--- src/rtl/approx_prefix_adder_pipe.sv ---
// Two-stage Kogge-Stone adder with optional lower-part-OR approximation of the
// low APPROX_BITS bits. Stall-all pipeline with valid/ready on both sides.
module approx_prefix_adder_pipe #(
  parameter int WIDTH       = 16,
  parameter int APPROX_BITS = 4
) (
  input  logic             clk,
  input  logic             rst,
  input  logic             in_valid,
  output logic             in_ready,
  input  logic [WIDTH-1:0] a,
  input  logic [WIDTH-1:0] b,
  input  logic             cin,
  input  logic             approx_en,
  output logic             out_valid,
  input  logic             out_ready,
  output logic [WIDTH-1:0] sum,
  output logic             cout,
  output logic             out_approx
);

  localparam int LVLS = (WIDTH > 1) ? $clog2(WIDTH) : 1;
  localparam logic [WIDTH-1:0] LO_MASK =
    (APPROX_BITS == 0) ? '0 : ({WIDTH{1'b1}} >> (WIDTH - APPROX_BITS));
  localparam logic [WIDTH-1:0] TOP_MASK = LO_MASK & ~(LO_MASK >> 1);

  logic adv;

  logic             vld_p1_d, vld_p1_q;
  logic [WIDTH-1:0] g_p1_d, g_p1_q;
  logic [WIDTH-1:0] p_p1_d, p_p1_q;
  logic [WIDTH-1:0] or_p1_d, or_p1_q;
  logic             cin_p1_d, cin_p1_q;
  logic             apx_p1_d, apx_p1_q;

  logic             vld_p2_d, vld_p2_q;
  logic [WIDTH-1:0] sum_p2_d, sum_p2_q;
  logic             cout_p2_d, cout_p2_q;
  logic             apx_p2_d, apx_p2_q;

  logic             lo_en;
  logic             c0;
  logic [WIDTH-1:0] gl, pl, gn, pn;
  logic [WIDTH:0]   carry;
  logic [WIDTH-1:0] sum_raw;

  assign adv      = !vld_p2_q | out_ready;
  assign in_ready = adv;

  // Stage 1 boundary: bitwise generate/propagate and the low-part OR vector
  always_comb begin
    vld_p1_d = vld_p1_q;
    g_p1_d   = g_p1_q;
    p_p1_d   = p_p1_q;
    or_p1_d  = or_p1_q;
    cin_p1_d = cin_p1_q;
    apx_p1_d = apx_p1_q;
    if (adv) begin
      vld_p1_d = in_valid;
      if (in_valid) begin
        g_p1_d   = a & b;
        p_p1_d   = a ^ b;
        or_p1_d  = a | b;
        cin_p1_d = cin;
        apx_p1_d = approx_en;
      end
    end
  end

  // Stage 2 boundary: prefix tree over the (possibly masked) low slice
  always_comb begin
    lo_en = apx_p1_q && (APPROX_BITS != 0);
    // In LOA mode the low slice only contributes g[k-1] as the carry into bit k.
    gl = lo_en ? ((g_p1_q & ~LO_MASK) | (g_p1_q & TOP_MASK)) : g_p1_q;
    pl = lo_en ? (p_p1_q & ~LO_MASK) : p_p1_q;
    c0 = lo_en ? 1'b0 : cin_p1_q;
    gn = gl;
    pn = pl;
    for (int lv = 0; lv < LVLS; lv++) begin
      gn = gl;
      pn = pl;
      for (int i = (1 << lv); i < WIDTH; i++) begin
        gn[i] = gl[i] | (pl[i] & gl[i - (1 << lv)]);
        pn[i] = pl[i] & pl[i - (1 << lv)];
      end
      gl = gn;
      pl = pn;
    end
    carry[0] = c0;
    for (int i = 0; i < WIDTH; i++) begin
      carry[i+1] = gl[i] | (pl[i] & c0);
    end
    sum_raw = p_p1_q ^ carry[WIDTH-1:0];
    if (lo_en) begin
      sum_raw = (sum_raw & ~LO_MASK) | (or_p1_q & LO_MASK);
    end

    vld_p2_d  = vld_p2_q;
    sum_p2_d  = sum_p2_q;
    cout_p2_d = cout_p2_q;
    apx_p2_d  = apx_p2_q;
    if (adv) begin
      vld_p2_d = vld_p1_q;
      if (vld_p1_q) begin
        sum_p2_d  = sum_raw;
        cout_p2_d = carry[WIDTH];
        apx_p2_d  = apx_p1_q;
      end
    end
  end

  always_ff @(posedge clk) begin
    g_p1_q   <= g_p1_d;
    p_p1_q   <= p_p1_d;
    or_p1_q  <= or_p1_d;
    cin_p1_q <= cin_p1_d;
    apx_p1_q <= apx_p1_d;
  end

  always_ff @(posedge clk) begin
    if (rst) begin
      vld_p1_q  <= 1'b0;
      vld_p2_q  <= 1'b0;
      sum_p2_q  <= '0;
      cout_p2_q <= 1'b0;
      apx_p2_q  <= 1'b0;
    end else begin
      vld_p1_q  <= vld_p1_d;
      vld_p2_q  <= vld_p2_d;
      sum_p2_q  <= sum_p2_d;
      cout_p2_q <= cout_p2_d;
      apx_p2_q  <= apx_p2_d;
    end
  end

  assign out_valid  = vld_p2_q;
  assign sum        = sum_p2_q;
  assign cout       = cout_p2_q;
  assign out_approx = apx_p2_q;

endmodule

--- config.mk ---
export PLATFORM = sky130hd
export DESIGN_NAME = approx_prefix_adder_pipe
export DESIGN_NICKNAME = d
export VERILOG_FILES = /design/src/rtl/approx_prefix_adder_pipe.sv
export SDC_FILE = /design/constraint.sdc
export NUM_CORES = 1
export LEC_CHECK = 0
export ABC_CLOCK_PERIOD_IN_PS = 1900
export CORE_MARGIN = 10
export CORE_UTILIZATION = 46
export DETAILED_ROUTE_END_ITERATION = 10
export PLACE_DENSITY = 0.76
export SYNTH_ARGS = -nofsm -noshare
export SYNTH_HDL_FRONTEND = slang
export SYNTH_SLANG_ARGS = --single-unit
--- constraint.sdc ---
create_clock -name clk -period 1.9 [get_ports clk]
set_input_delay 0.38 -clock clk [delete_from_list [all_inputs] [get_ports clk]]
set_output_delay 0.38 -clock clk [all_outputs]
set_load 0.01 [all_outputs]
Word level (Yosys, flattened, before mapping)
Index checks and enable logic that the tools add are counted. Widths: inputs -> output; s select.

Flip-flop bits (word level): 58. Latch bits: 0. RAM bits: 0. Bits in read-only memories: 0. Input port bits: 38. Output and inout bits: 20. Logic and storage cells: 203. Memories: 0.

$add $sub $neg: 0. Multipliers: 0. Divide/modulo/power cells: 0. Magnitude comparators: 0. Equality and inequality tests: 0. Shift-type cells: 0. Multiplexer cells: 4. Bitwise operators: 186. Reductions and logical operators: 3.

Operator list (count): $and 1x1->1 (114); $or 1x1->1 (66); $mux 16 (2); $or 16x4->16 (2); $xor 16x16->16 (2); $and 16x16->16 (1); $mux 4 (1); $or 4x4->4 (1); $reduce_and 2->1 (2); $logic_not 1->1 (1); $mux 1 (1).

Logic depth before layout (Yosys ltp)
Gate-level depths: netlist of run 1.

Depth in word-level cells: 13. Gate-level depth with buffers: 7. Gate-level depth less buffers: 6.

Worst setup path before layout of run 1
Ideal clock, no wire load.

Path type: input -> register. Start: input port out_ready. End: register apx_p1_q (enable). Library setup time: 400 ps. Arrival: 1589 ps. Data required time: 1500 ps. Setup slack: -89 ps. Stages on the path: 2. Path buffers: 0. Cell sequence: nand2b_1 > and2_1.

Word-level cells in the longest chain between the ends: 2.

Ends and longest elaborated chain: start, declared (line 16) `input logic out_ready,`; $or 1x1->1 (line 47) `assign adv = !vld_p2_q | out_ready;`; $reduce_and 2->1 (no source line); end signal, assigned (line 117) `apx_p1_q <= apx_p1_d;`; end, declared (line 34) `logic apx_p1_d, apx_p1_q;`.

No other way between the ends. A chain may end at the register's enable or synchronous reset.

Worst setup path after layout of run 1
Start: register cin_p1_q. End: register sum_p2_q[12], in the netlist sum[12].

Word-level cells in the longest chain between the ends: 6.

Ends and longest elaborated chain: start, declared (line 33) `logic cin_p1_d, cin_p1_q;`; start signal, assigned (line 116) `cin_p1_q <= cin_p1_d;`; $mux 1 (*) (line 76) `c0 = lo_en ? 1'b0 : cin_p1_q;`; $and 1x1->1 (*) (line 91) `carry[i+1] = gl[i] | (pl[i] & c0);`; $or 1x1->1 (*) (line 91); $xor 16x16->16 (*) (line 93) `sum_raw = p_p1_q ^ carry[WIDTH-1:0];`; $or 16x4->16 (line 95) `sum_raw = (sum_raw & ~LO_MASK) | (or_p1_q & LO_MASK);`; $mux 16 (*) (line 94) `if (lo_en) begin`; end signal, assigned (line 130) `sum_p2_q <= sum_p2_d;`; end, declared (line 37) `logic [WIDTH-1:0] sum_p2_d, sum_p2_q;`.

Every way passes the cells marked *; elsewhere a longest branch is shown, timed or not.

==> impl_metrics.toml, run 1 <==
[outcome]
run_status = "finished clean"

[hold_path]
hold-path-endpoint = "sum[4]"
hold_class = "reg2reg"
whs_path_depth = 2
min-delay-start = "sum[4]"

[placement]
finalWeightedCongestion = 0.8641
detailedPlace.worstSlack_ns = -0.07702
io_buffer_count = 57
post_dp_cell_area_um2 = 3608
detailedPlacementHpwl_um = 4656

[sta]
setup_viol = 0
layout_setup_ws_ns = 0.1061
maxClockFrequency_mhz = 557.4
hold_violations = 0
finalSetupTns_ns = 0
headroom_to_the_max_slew_limit_pct = 77.32
post-route-period-util_pct = 94.42
report.final.slew_viol_count = 0
rsz0062_at_grt = "false"
max_slew.worst_pin.slew_ns = 0.3402
finalCriticalPeriod_ns = 1.794
fin_skew_ns = 0.006687

[detailed_routing]
avgViaCountPerCell = 5.300
post_drt_wl_per_cell_um = 14.51
detail_route.drc_violations = 0
antenna_left = 0
route.vias.total = 2194
routed_wl_um = 6008
drt_iter0_markers = 131
detailedRoute.firstPassIterationCount = 4

[clock_tree]
clock_insertion_delay_worst_skew_ns = 0.32
cts.clk_slew.worst_paths_ns = 0.06
cts-root-to-sink-buffers = 2
cts_made_buffers = 9
tritoncts = "built"
cts-hold-fix-buffers = 0
sinks_on_the_clock_net = 58
clk_root_buffer_cell = "sky130_fd_sc_hd__clkbuf_8"
htree_levels = 3

[synth]
ys.warnings.count = 0
synth_top_cell_area_share_pct = 40.16
yosys_register_bits = 58
synth-seq-area-share_pct = 54.25
synth_async_sr_flop_share_pct = 0
cell_accounting_for_the_most_synthesized_area = "sky130_fd_sc_hd__edfxtp_1"
most_common_library_cells_after_synthesis = "38 x sky130_fd_sc_hd__edfxtp_1, 27 x sky130_fd_sc_hd__nand2_1, 21 x sky130_fd_sc_hd__a21oi_1"
synth-edff-count = 38
synth.area.top_cells = "sky130_fd_sc_hd__edfxtp_1 40%, sky130_fd_sc_hd__dfxtp_1 14%, sky130_fd_sc_hd__ha_1 8.8%"
synth.distinct_cells = 49
ys_dominant_reg_cell = "sky130_fd_sc_hd__edfxtp_1"
synth.most_common_cell = "sky130_fd_sc_hd__edfxtp_1"
synthesis.instances = 258
post_synth.cell_area_avg_um2 = 11.01
netlist_area_um2 = 2841
postSynthNetCount = 316

[worst_setup_path]
worst-endpoint-required_ns = 2.10
reg2reg_launch_point = "cin_p1_q"
critical_path.reg2reg.endpoint = "sum[12]"
rr_worst_depth = 6
setup.worst_path.start_class = "flip-flop"
end_kind = "flip-flop"
arrival_ns = 2.00
setup.worst_path.class = "reg2reg"
path_max_fanout = 5
ff2ff_setup_slack_ns = 0.11

[finish]
area_growth_syn_to_layout_pct = 33.38
final_util_pct = 63.63
post_route_cells_drive_above_1_share_pct = 13.57
fin_area_um2 = 3790
finalNetCount = 393
antenna_cells_inserted = 0

[pwr]
vdd_drop_max_uv = 442.0
leakage_uw = 0.001483
comb_power_share_pct = 17.4
intPower_uw = 2218
power.density_cell_area_nw_per_um2 = 785.3
design_power_total_uw = 2976
switching_power_summed_over_all_nets_uw = 758.2
sequentialPowerShare_pct = 51.3
clkPwrFrac_pct = 31.3
swShare_pct = 25.47

[floorplanning]
floorplan.core_area_um2 = 5956
die_area_um2 = 9721
initial_core_util_pct = 47.71
floorplan.die.height_um = 98.60
rows = 28
floorplan.die.width_um = 98.60
design.portCount = 58

[global_route]
grt_pass1_wl_um = 10050
antenna_found_initial = 0
grt_max_degree = 25
groute.usage.overall_pct = 12.36
grt_remaining_overflow = 0
first_global_vias = 2239

[run]
cap_violations = 0
-- cell usage in the layout (no fill, tap or decap), types with 2 or more instances in the layout --
cell type                         count
sky130_fd_sc_hd__clkdlybuf4s50_1     56
sky130_fd_sc_hd__edfxtp_1            38
sky130_fd_sc_hd__nand2_1             27
sky130_fd_sc_hd__a21oi_1             21
sky130_fd_sc_hd__ha_1                20
sky130_fd_sc_hd__dfxtp_1             20
sky130_fd_sc_hd__inv_1               17
sky130_fd_sc_hd__buf_4               17
sky130_fd_sc_hd__nor2_1              15
sky130_fd_sc_hd__o21ai_0             10
sky130_fd_sc_hd__clkbuf_8            10
sky130_fd_sc_hd__nor3_1               9
sky130_fd_sc_hd__xnor2_1              6
sky130_fd_sc_hd__o21ai_1              5
sky130_fd_sc_hd__a211o_1              4
sky130_fd_sc_hd__nand4_1              4
sky130_fd_sc_hd__a211oi_1             4
sky130_fd_sc_hd__o211ai_1             3
sky130_fd_sc_hd__o21a_1               3
sky130_fd_sc_hd__a21o_2               3
sky130_fd_sc_hd__nand3_1              3
sky130_fd_sc_hd__mux2i_1              3
sky130_fd_sc_hd__xor2_1               3
sky130_fd_sc_hd__clkinv_2             3
sky130_fd_sc_hd__nand2b_1             2
sky130_fd_sc_hd__o31ai_2              2
sky130_fd_sc_hd__and3_1               2
sky130_fd_sc_hd__buf_12               2
-- worst max-delay path: stages, from the launching register on --
cell and delay (ns):
sky130_fd_sc_hd__edfxtp_1 0.41, sky130_fd_sc_hd__a211o_1 0.38, sky130_fd_sc_hd__a2111o_1 0.42, sky130_fd_sc_hd__nand2_4 0.11
sky130_fd_sc_hd__o31ai_2 0.08, sky130_fd_sc_hd__xnor2_1 0.20, sky130_fd_sc_hd__o21ai_1 0.07
-- repair_timing --
action / 4_1_cts / 5_1_grt
endpoints found under the hold margin: 0 / 0
buffers inserted: 0 / 3
pin swaps: 0 / 1
cloned: 0 / 0
gates resized for setup: 1 / 0
setup endpoints to repair: 1 / 4
-- worst max-delay path by stage --
stage | from | to | cells past startpoint
after global routing | p_p1_q[0] | sum[13] | 6
final | cin_p1_q | sum[12] | 6
after floorplan | p_p1_q[0] | sum[14] | 5
after CTS | p_p1_q[0] | sum[12] | 6
after global placement | out_ready | in_ready | 3
after detailed placement | out_ready | in_ready | 3
-- power groups by stage --
stage / clock network [uW] / registers (uW) / logic [uW]
final: 932 / 1530 / 517
after floorplan: 0 / 1550 / 262
after detailed placement: 0 / 1560 / 511
after global placement: 0 / 1550 / 496
after global routing: 1000 / 1540 / 574
after CTS: 954 / 1530 / 514
-- registers in the layout (all words and copies together) (netlist names) --
register and flops:
out_approx 1, cin_p1_q 1, out_valid 1, vld_p1_q 1
or_p1_q 4, sum 16, g_p1_q 16, cout 1
p_p1_q 16, apx_p1_q 1
-- stage by stage --
step / hold slack, ns / instances
after floorplan: 0.4551 / 258
after global placement: 0.4395 / 396
after detailed placement: 0.4490 / 396
after CTS: 0.4555 / 411
after global routing: 0.4729 / 414
final: 0.4513 / 414
-- cell families after synthesis --
kind of cell    synth area share, %
compound gates                17.17
xor+xnor                      2.774
fa+ha+maj                     8.807
buf+inv                       3.786
flops                         54.25
mux                           1.057
simple gates                  12.15
-- routing by layer --
layer / vias to the layer above / part of all wire [%] / global-route usage (%)
met2: 64 / 46 / 19.21
met4: 0 / 1.9 / 6.395
met1: 1012 / 46 / 15.05
met3: 14 / 5.9 / 3.841
li1: 1104 / - / -
met5: - / 0 / 0
-- area by class of cell --
cell class	count	area (um^2)
clock inverter	4	18.77
sequential	58	1541
fill	496	2166
inverter	17	63.81
multi-input combinational	173	1194
clock buffer	11	141.4
tap	75	93.84
timing repair buffer	76	737.0
(Power assumes the default switching activity.)
==> inputs of run 2 (changes only) <==
- TNS_END_PERCENT: default -> 1
==> run 2 against run 1 <==
Effect of this change: die area unchanged; wire length about the same; clock skew up 0.00070 ns; clock power about the same; cell count down 0.72%; combinational power down 1%; setup slack worse by 0.021 ns; critical path type unchanged; via count down 0.73%; global-route usage unchanged; critical endpoint unchanged; clock-buffer cell count unchanged; hold slack about the same.
==> impl_metrics.toml, run 2 (same netlist as run 1, synthesis figures left out) <==
[worst_setup_path]
critical-path-max-stage-delay_ns = 0.43
setup.worst_path.class = "reg2reg"
end_kind = "flip-flop"
cpMaxStageDelayCell = "sky130_fd_sc_hd__edfxtp_1"
crit_end = "sum[12]"
cp_cell_sequence = "a211o_1, a2111o_1, nand2_4, o31ai_2, xnor2_1, o21ai_1"
critical_path.reg2reg.endpoint = "sum[12]"
arrival_ns = 2.02
reg2reg_launch_point = "cin_p1_q"
path_max_fanout = 5
rr_worst_depth = 6
startpoint = "cin_p1_q"
setup.worst_path.start_class = "flip-flop"
ff2ff_setup_slack_ns = 0.09
worst-endpoint-required_ns = 2.10

[floorplanning]
floorplan.die.width_um = 98.60
rows = 28
design.portCount = 58
floorplan.core_area_um2 = 5956
floorplan.die.height_um = 98.60
die_area_um2 = 9721
initial_core_util_pct = 47.71

[global_route]
antenna_found_initial = 0
grt_max_degree = 25
grt_pass1_wl_um = 10050
grt_remaining_overflow = 0
groute.usage.overall_pct = 12.36
first_global_vias = 2239

[clock_tree]
sinks_on_the_clock_net = 58
clock_insertion_delay_worst_skew_ns = 0.32
tritoncts = "built"
htree_levels = 3
cts_made_buffers = 9
clk_root_buffer_cell = "sky130_fd_sc_hd__clkbuf_8"
cts-root-to-sink-buffers = 2
cts.clk_slew.worst_paths_ns = 0.06

[sta]
hold_violations = 0
finalSetupTns_ns = 0
headroom_to_the_max_slew_limit_pct = 76.66
maxClockFrequency_mhz = 551.0
report.final.slew_viol_count = 0
finalCriticalPeriod_ns = 1.815
setup_viol = 0
rsz0062_at_grt = "true"
fin_skew_ns = 0.007386
max_slew.worst_pin.slew_ns = 0.3501
post-route-period-util_pct = 95.52

[finish]
area_growth_syn_to_layout_pct = 32.98
post_route_cells_drive_above_1_share_pct = 12.80
finalNetCount = 390
layout.cells.most_common = "sky130_fd_sc_hd__clkdlybuf4s50_1"
antenna_cells_inserted = 0
mostFrequentLayoutCells = "56 x sky130_fd_sc_hd__clkdlybuf4s50_1, 38 x sky130_fd_sc_hd__edfxtp_1, 27 x sky130_fd_sc_hd__nand2_1"

[pwr]
intPower_uw = 2215
sequentialPowerShare_pct = 51.5
power.density_cell_area_nw_per_um2 = 787.5
vdd_drop_max_uv = 441.5
leakage_uw = 0.001470
swShare_pct = 25.56
comb_power_share_pct = 17.2
clkPwrFrac_pct = 31.3
design_power_total_uw = 2976
switching_power_summed_over_all_nets_uw = 760.4

[detailed_routing]
antenna_left = 0
drt_iter0_markers = 133
detail_route.drc_violations = 0
routed_wl_um = 6002
avgViaCountPerCell = 5.299
route.vias.total = 2178
post_drt_wl_per_cell_um = 14.60
detailedRoute.firstPassIterationCount = 4

[hold_path]
hold_class = "reg2reg"

[run]
cap_violations = 0

[outcome]
run_status = "finished clean"

[placement]
detailedPlacementHpwl_um = 4656
io_buffer_count = 57
finalWeightedCongestion = 0.8641
[run 2: cell types whose count changed in the layout (fill, tap and decap cells not counted), sizes merged]
cell	delta
buf	-3
[run 2: final cells by class]
cell class | count | area (um^2)
flip-flops and latches | 58 | 1541
clock buffers | 11 | 141.4
multi-input cells | 173 | 1205
well taps | 75 | 93.84
inverters | 17 | 63.81
fillers | 499 | 2177
repair buffers | 73 | 714.4
clock inverters | 4 | 18.77
[run 2: power by group through the flow]
stage | Combinational [uW] | Sequential, uW | Clock, uW
6_report | 512 | 1530 | 932
3_5_place_dp | 511 | 1560 | 0
5_1_grt | 568 | 1550 | 1000
2_1_floorplan | 262 | 1550 | 0
4_1_cts | 514 | 1530 | 954
3_3_place_gp | 496 | 1550 | 0
[run 2: timing repair]
action / CTS / global route
setup buffers: 0 / 0
resized for setup: 1 / 1
endpoints found under the setup margin: 1 / 4
hold buffers: 0 / 0
pin swaps: 0 / 1
[run 2: per-stage QoR]
step / std cells / hold slack (ns) / cell area, um^2 / utilization, % / setup WS [ns]
global placement: 396 / 0.4395 / 3608 / 60.59 / -0.05406
global route: 411 / 0.4729 / 3779 / 63.45 / -0.02021
floorplan: 258 / 0.4551 / 2843 / - / 0.2142
finish: 411 / 0.4513 / 3779 / 63.45 / 0.08508
CTS: 411 / 0.4555 / 3767 / 63.26 / 0.07832
detailed placement: 396 / 0.4490 / 3608 / 60.59 / -0.07702
[run 2: worst max-delay path: cells and delay by family (launching register included)]
family | cells | cell delay, ns
and+or+nand+nor | 1 | 0.11
xor gates and xnor gates | 1 | 0.20
DFF | 1 | 0.43
AOI/OAI and AO/OA | 4 | 0.95
[run 2: layer usage]
metal,up-vias,global-route usage [%],share of wire (%)
met3,14,3.841,5.8
met2,58,19.21,46
met5,-,0,0
met1,1013,15.05,46
met4,0,6.395,1.8
li1,1093,-,-
[run 2: worst min-delay path by stage]
stage | endpoint | cells after the start | start
floorplan | out_valid | 2 | vld_p1_q
global placement | sum[0] | 2 | sum[0]
detailed placement | sum[4] | 2 | sum[4]
CTS | sum[4] | 2 | sum[4]
global route | sum[11] | 2 | sum[11]
finish | sum[4] | 2 | sum[4]
==> inputs of run 3 (changes only) <==
- CORE_MARGIN: 10 -> 2
==> run 3 against run 2 <==
Effect of this change: utilization is 0.19 points lower; global-route usage is 5.9 points higher; largest cell class unchanged; register-to-register slack worse by 0.02 ns; setup slack worse by 0.016 ns; cell count is 0.24% higher; critical path depth stayed put; die area is 30% lower; fmax is 0.89% lower; sequential cell count stayed put; critical path type unchanged; non-clock buffer count stayed put; combinational power hardly changed; highest routed layer unchanged; largest power group unchanged.
==> impl_metrics.toml, run 3 (same netlist as run 1, synthesis figures left out) <==
[hold_path]
hold_class = "reg2reg"

[sta]
report.final.slew_viol_count = 0
rsz0062_at_grt = "true"
post-route-period-util_pct = 96.38
finalCriticalPeriod_ns = 1.831
max_slew.worst_pin.slew_ns = 0.3488
headroom_to_the_max_slew_limit_pct = 76.75
finalSetupTns_ns = 0
worst_hold_slack_ns = 0.4516
hold_violations = 0
fin_skew_ns = 0.005036
maxClockFrequency_mhz = 546.1
setup_viol = 0

[clock_tree]
cts-root-to-sink-buffers = 2
sinks_on_the_clock_net = 58
cts_made_buffers = 9
clock_insertion_delay_worst_skew_ns = 0.34
cts.clk_slew.worst_paths_ns = 0.06
htree_levels = 3
tritoncts = "built"
clk_root_buffer_cell = "sky130_fd_sc_hd__clkbuf_8"

[detailed_routing]
antenna_left = 0
avgViaCountPerCell = 5.328
detailedRoute.firstPassIterationCount = 4
detail_route.drc_violations = 0
route.vias.total = 2195
routed_wl_um = 5719
post_drt_wl_per_cell_um = 13.88
drt_iter0_markers = 166

[pwr]
power.density_cell_area_nw_per_um2 = 794.2
comb_power_share_pct = 17.2
clkPwrFrac_pct = 31.8
switching_power_summed_over_all_nets_uw = 753.0
swShare_pct = 25.17
design_power_total_uw = 2992
vdd_drop_max_uv = 544.7
leakage_uw = 0.001463
sequentialPowerShare_pct = 51.1
intPower_uw = 2239

[outcome]
run_status = "finished clean"

[global_route]
grt_pass1_wl_um = 8963
first_global_vias = 1948
grt_max_degree = 25
grt_remaining_overflow = 0
antenna_found_initial = 0
groute.usage.overall_pct = 18.24

[floorplanning]
die_area_um2 = 6822
floorplan.core_area_um2 = 5956
rows = 28
initial_core_util_pct = 47.71
floorplan.die.width_um = 82.60
design.portCount = 58
floorplan.die.height_um = 82.60

[worst_setup_path]
arrival_ns = 2.05
end_kind = "flip-flop"
setup.worst_path.start_class = "flip-flop"
path_max_fanout = 5
setup.worst_path.class = "reg2reg"
worst-endpoint-required_ns = 2.12

[finish]
fillCellCount = 501
antenna_cells_inserted = 0
area_growth_syn_to_layout_pct = 32.58
finalNetCount = 390
mostFrequentLayoutCells = "56 x sky130_fd_sc_hd__clkdlybuf4s50_1, 38 x sky130_fd_sc_hd__edfxtp_1, 27 x sky130_fd_sc_hd__nand2_1"
layout.cells.most_common = "sky130_fd_sc_hd__clkdlybuf4s50_1"
post_route_cells_drive_above_1_share_pct = 11.87

[run]
cap_violations = 0

[placement]
finalWeightedCongestion = 0.8796
detailedPlacementHpwl_um = 4343
io_buffer_count = 57
## run 3: critical path, cell delays in order, from the launching register on
cell and delay, ns:
sky130_fd_sc_hd__edfxtp_1 0.43, sky130_fd_sc_hd__a211o_1 0.37, sky130_fd_sc_hd__a2111o_1 0.41, sky130_fd_sc_hd__nand2_4 0.11, sky130_fd_sc_hd__o31ai_2 0.08, sky130_fd_sc_hd__xnor2_1 0.22
sky130_fd_sc_hd__o21ai_1 0.09
## run 3: power by group through the flow
stage	Combinational, uW	Sequential (uW)	Clock (uW)
floorplan	262	1550	0
CTS	517	1530	976
global route	568	1540	1030
global placement	497	1550	0
finish	513	1530	951
detailed placement	515	1550	0
## run 3: what timing repair did
item,CTS,global route
gates resized for setup,1,0
pin swaps,0,1
hold buffers,0,0
buffers inserted,0,0
setup endpoints to repair,1,2
## run 3: path summary, 6_finish.rpt
path	start	endpoint	slack, ns	cells past startpoint
min reg2reg	sum[0]	sum[0]	0.45	2
max	p_p1_q[0]	sum[10]	0.07	6
max reg2reg	p_p1_q[0]	sum[10]	0.07	6
min	sum[0]	sum[0]	0.45	2
## run 3: area by class of cell
class | instances | area [um^2] | area share, %
multi-input cells | 173 | 1194 | 31.68
clock buffers | 16 | 160.2 | 4.251
inverters | 17 | 63.81 | 1.694
well taps | 75 | 93.84 | 2.491
flip-flops and latches | 58 | 1541 | 40.92
repair buffers | 73 | 714.4 | 18.96
## run 3: metrics by stage
step | utilization, % | cell area (um^2) | worst slack, ns | instances
floorplan | - | 2843 | 0.2142 | 258
global placement | 60.59 | 3608 | -0.04717 | 396
detailed placement | 60.59 | 3608 | -0.05834 | 396
CTS | 63.26 | 3767 | 0.07586 | 412
global route | 63.26 | 3767 | -0.002629 | 412
finish | 63.26 | 3767 | 0.06869 | 412
## run 3: layer usage
layer	vias to the layer above	GRT usage, %	wire length, um
met3	7	6.413	351
met5	-	0	0
met4	0	10.00	80
met1	1021	21.37	2473
li1	1097	-	-
met2	70	29.19	2813
==> patch: new RTL, flow settings as in run 2 <==
Set the parameter `WIDTH` to 32 (it was 16).
--- a/src/rtl/approx_prefix_adder_pipe.sv
+++ b/src/rtl/approx_prefix_adder_pipe.sv
@@ -3,3 +3,3 @@
 module approx_prefix_adder_pipe #(
-  parameter int WIDTH       = 16,
+  parameter int WIDTH       = 32,
   parameter int APPROX_BITS = 4
Ports: changed (resized a, b and sum); port bits go from 58 to 106. No check against the original RTL was run, so the function may have changed too.
==> patch against run 2 <==
- power rose by 81%
- final area rose by 87%
- setup slack got worse by 0.38 ns
- the flow now finishes with violations (negative setup slack)
- worst hold slack improved by 0.0069 ns
- non-clock buffer count rose by 107
- critical endpoint is now sum[25]$_SDFFE_PP0P_
- critical path depth rose by 2
- first-iteration DRC count rose by 110%
- routed wire length rose by 110%
- synthesized area rose by 75%
- sequential share of layout area fell by 0.82 points
- sequential cell count rose by 48
==> patch: results (changes against run 2) <==
metric,value,unit,change
outcome,finished with violations,,
failing checks,negative setup slack,,
Mean Syn Cell Area,11.70,sq um,+6.2%
Leakage,2.776,nW,+89%
syn nets,532,,+68%
largest net degree at the start of global routing,41,,+64%
fraction of layout cells with a size suffix above 1,20.53,%,+7.7 points
final setup margin,-0.2976,ns,-0.3827 ns
number of synthesized flops with an enable pin,70,,+84%
Max IR drop VDD,0.5948,mV,+35%
Post-Route WL,12620,um,+110%
DR vias,3989,,+83%
dpl ws,-0.3123,ns,-0.2353 ns
kind of cell adding the most delay to the critical path,simple AND/OR/NAND/NOR gates,,
"Seq/Total Area, Yosys",56.65,%,+2.4 points
synth top area cells,"edfxtp_1 42%, dfxtp_1 14%, ha_1 9.0%",,
DRT Pass-1 Iters,5,,+1
1st-iter DRT viols,276,,+110%
Critical path origin,g_p1_q[4]$_DFFE_PP_,,
Clock Pin Slew Worst Setup and Hold Paths,0.10,ns,+0.04 ns
Placer Congestion,0.8612,,-0.34%
Hold Slack,0.4582,ns,+0.006909 ns
Least-Margin Pin Slew,0.3965,ns,+0.04638 ns
first-pass GRT wire length,20060,um,+100%
Hold EP,sum[6]$_SDFFE_PP0P_,,
Worst Reg2Reg Path Length in Cells,8,,+2
layout net count,710,,+82%
IO Port Bufs,105,,+84%
"Largest stage delay, worst path",0.45,ns,+0.02 ns
clk_lat worst skew,0.39,ns,+0.07 ns
dpl hpwl,9712,um,+110%
Hold Path Origin,sum[6]$_SDFFE_PP0P_,,
"Setup violations, final",23,,+23
total track usage,16.56,%,+4.2 points
count of unique library cells instantiated by Yosys,61,,+24%
Final Skew,0.01869,ns,+0.01130 ns
routed len/inst,16.94,um,+16%
Crit Reg-Reg Endpoint,sum[25]$_SDFFE_PP0P_,,
Synth top area share,42.19,%,+2.0 points
## patch: timing repair
action,in CTS,in global routing
gates resized for setup,12,13
buffers inserted,1,1
endpoints found under the setup margin,26,28
pin swaps,14,11
hold endpoints to repair,0,0
## patch: area by class of cell
cell class,instances,area [sq um]
clock buffer,12,135.1
sequential,106,2823
multi-input combinational,284,2117
clock inverter,4,76.32
inverter,23,86.33
fill,780,3354
tap,136,170.2
timing repair buffer,180,1654
## patch: through the flow
step                TNS, ns  cell area, sq um
floorplan            -5.963              4992
global placement     -3.322              6744
detailed placement   -4.815              6744
CTS                  -4.009              7007
global route         -6.943              7062
finish               -3.574              7062
## patch: tightest hold or removal path: stages (launching register included)
cell	delay [ns]
dfxtp_1	0.32
nand2_1	0.05
a21oi_1	0.05
## patch: power breakdown
group          internal, W  switching, W  leakage, nW
logic             0.000595      0.000483         1.69
clock network     0.000749      0.000770        0.101
registers          0.00265      0.000124        0.984
## patch: metal layers
layer  part of all wire (%)  global-route usage [%]
met5                      0                       0
met4                   0.79                   3.885
met3                    8.2                   5.928
met2                     49                   27.96
met1                     42                   19.78
## patch: logic make-up (layout without fill, tap and decap cells)
kind of cell               after synthesis  after routing  share of synthesized area, %
AOI/OAI and AO/OA                      107            107                         15.90
xor gates and xnor gates                19             19                         3.340
adders and majority gates               36             36                         9.041
buffers and inverters                   36            219                         2.838
DFF                                    106            106                         56.66
muxes                                    1              1                        0.2009
and+or+nand+nor                        121            121                         12.03
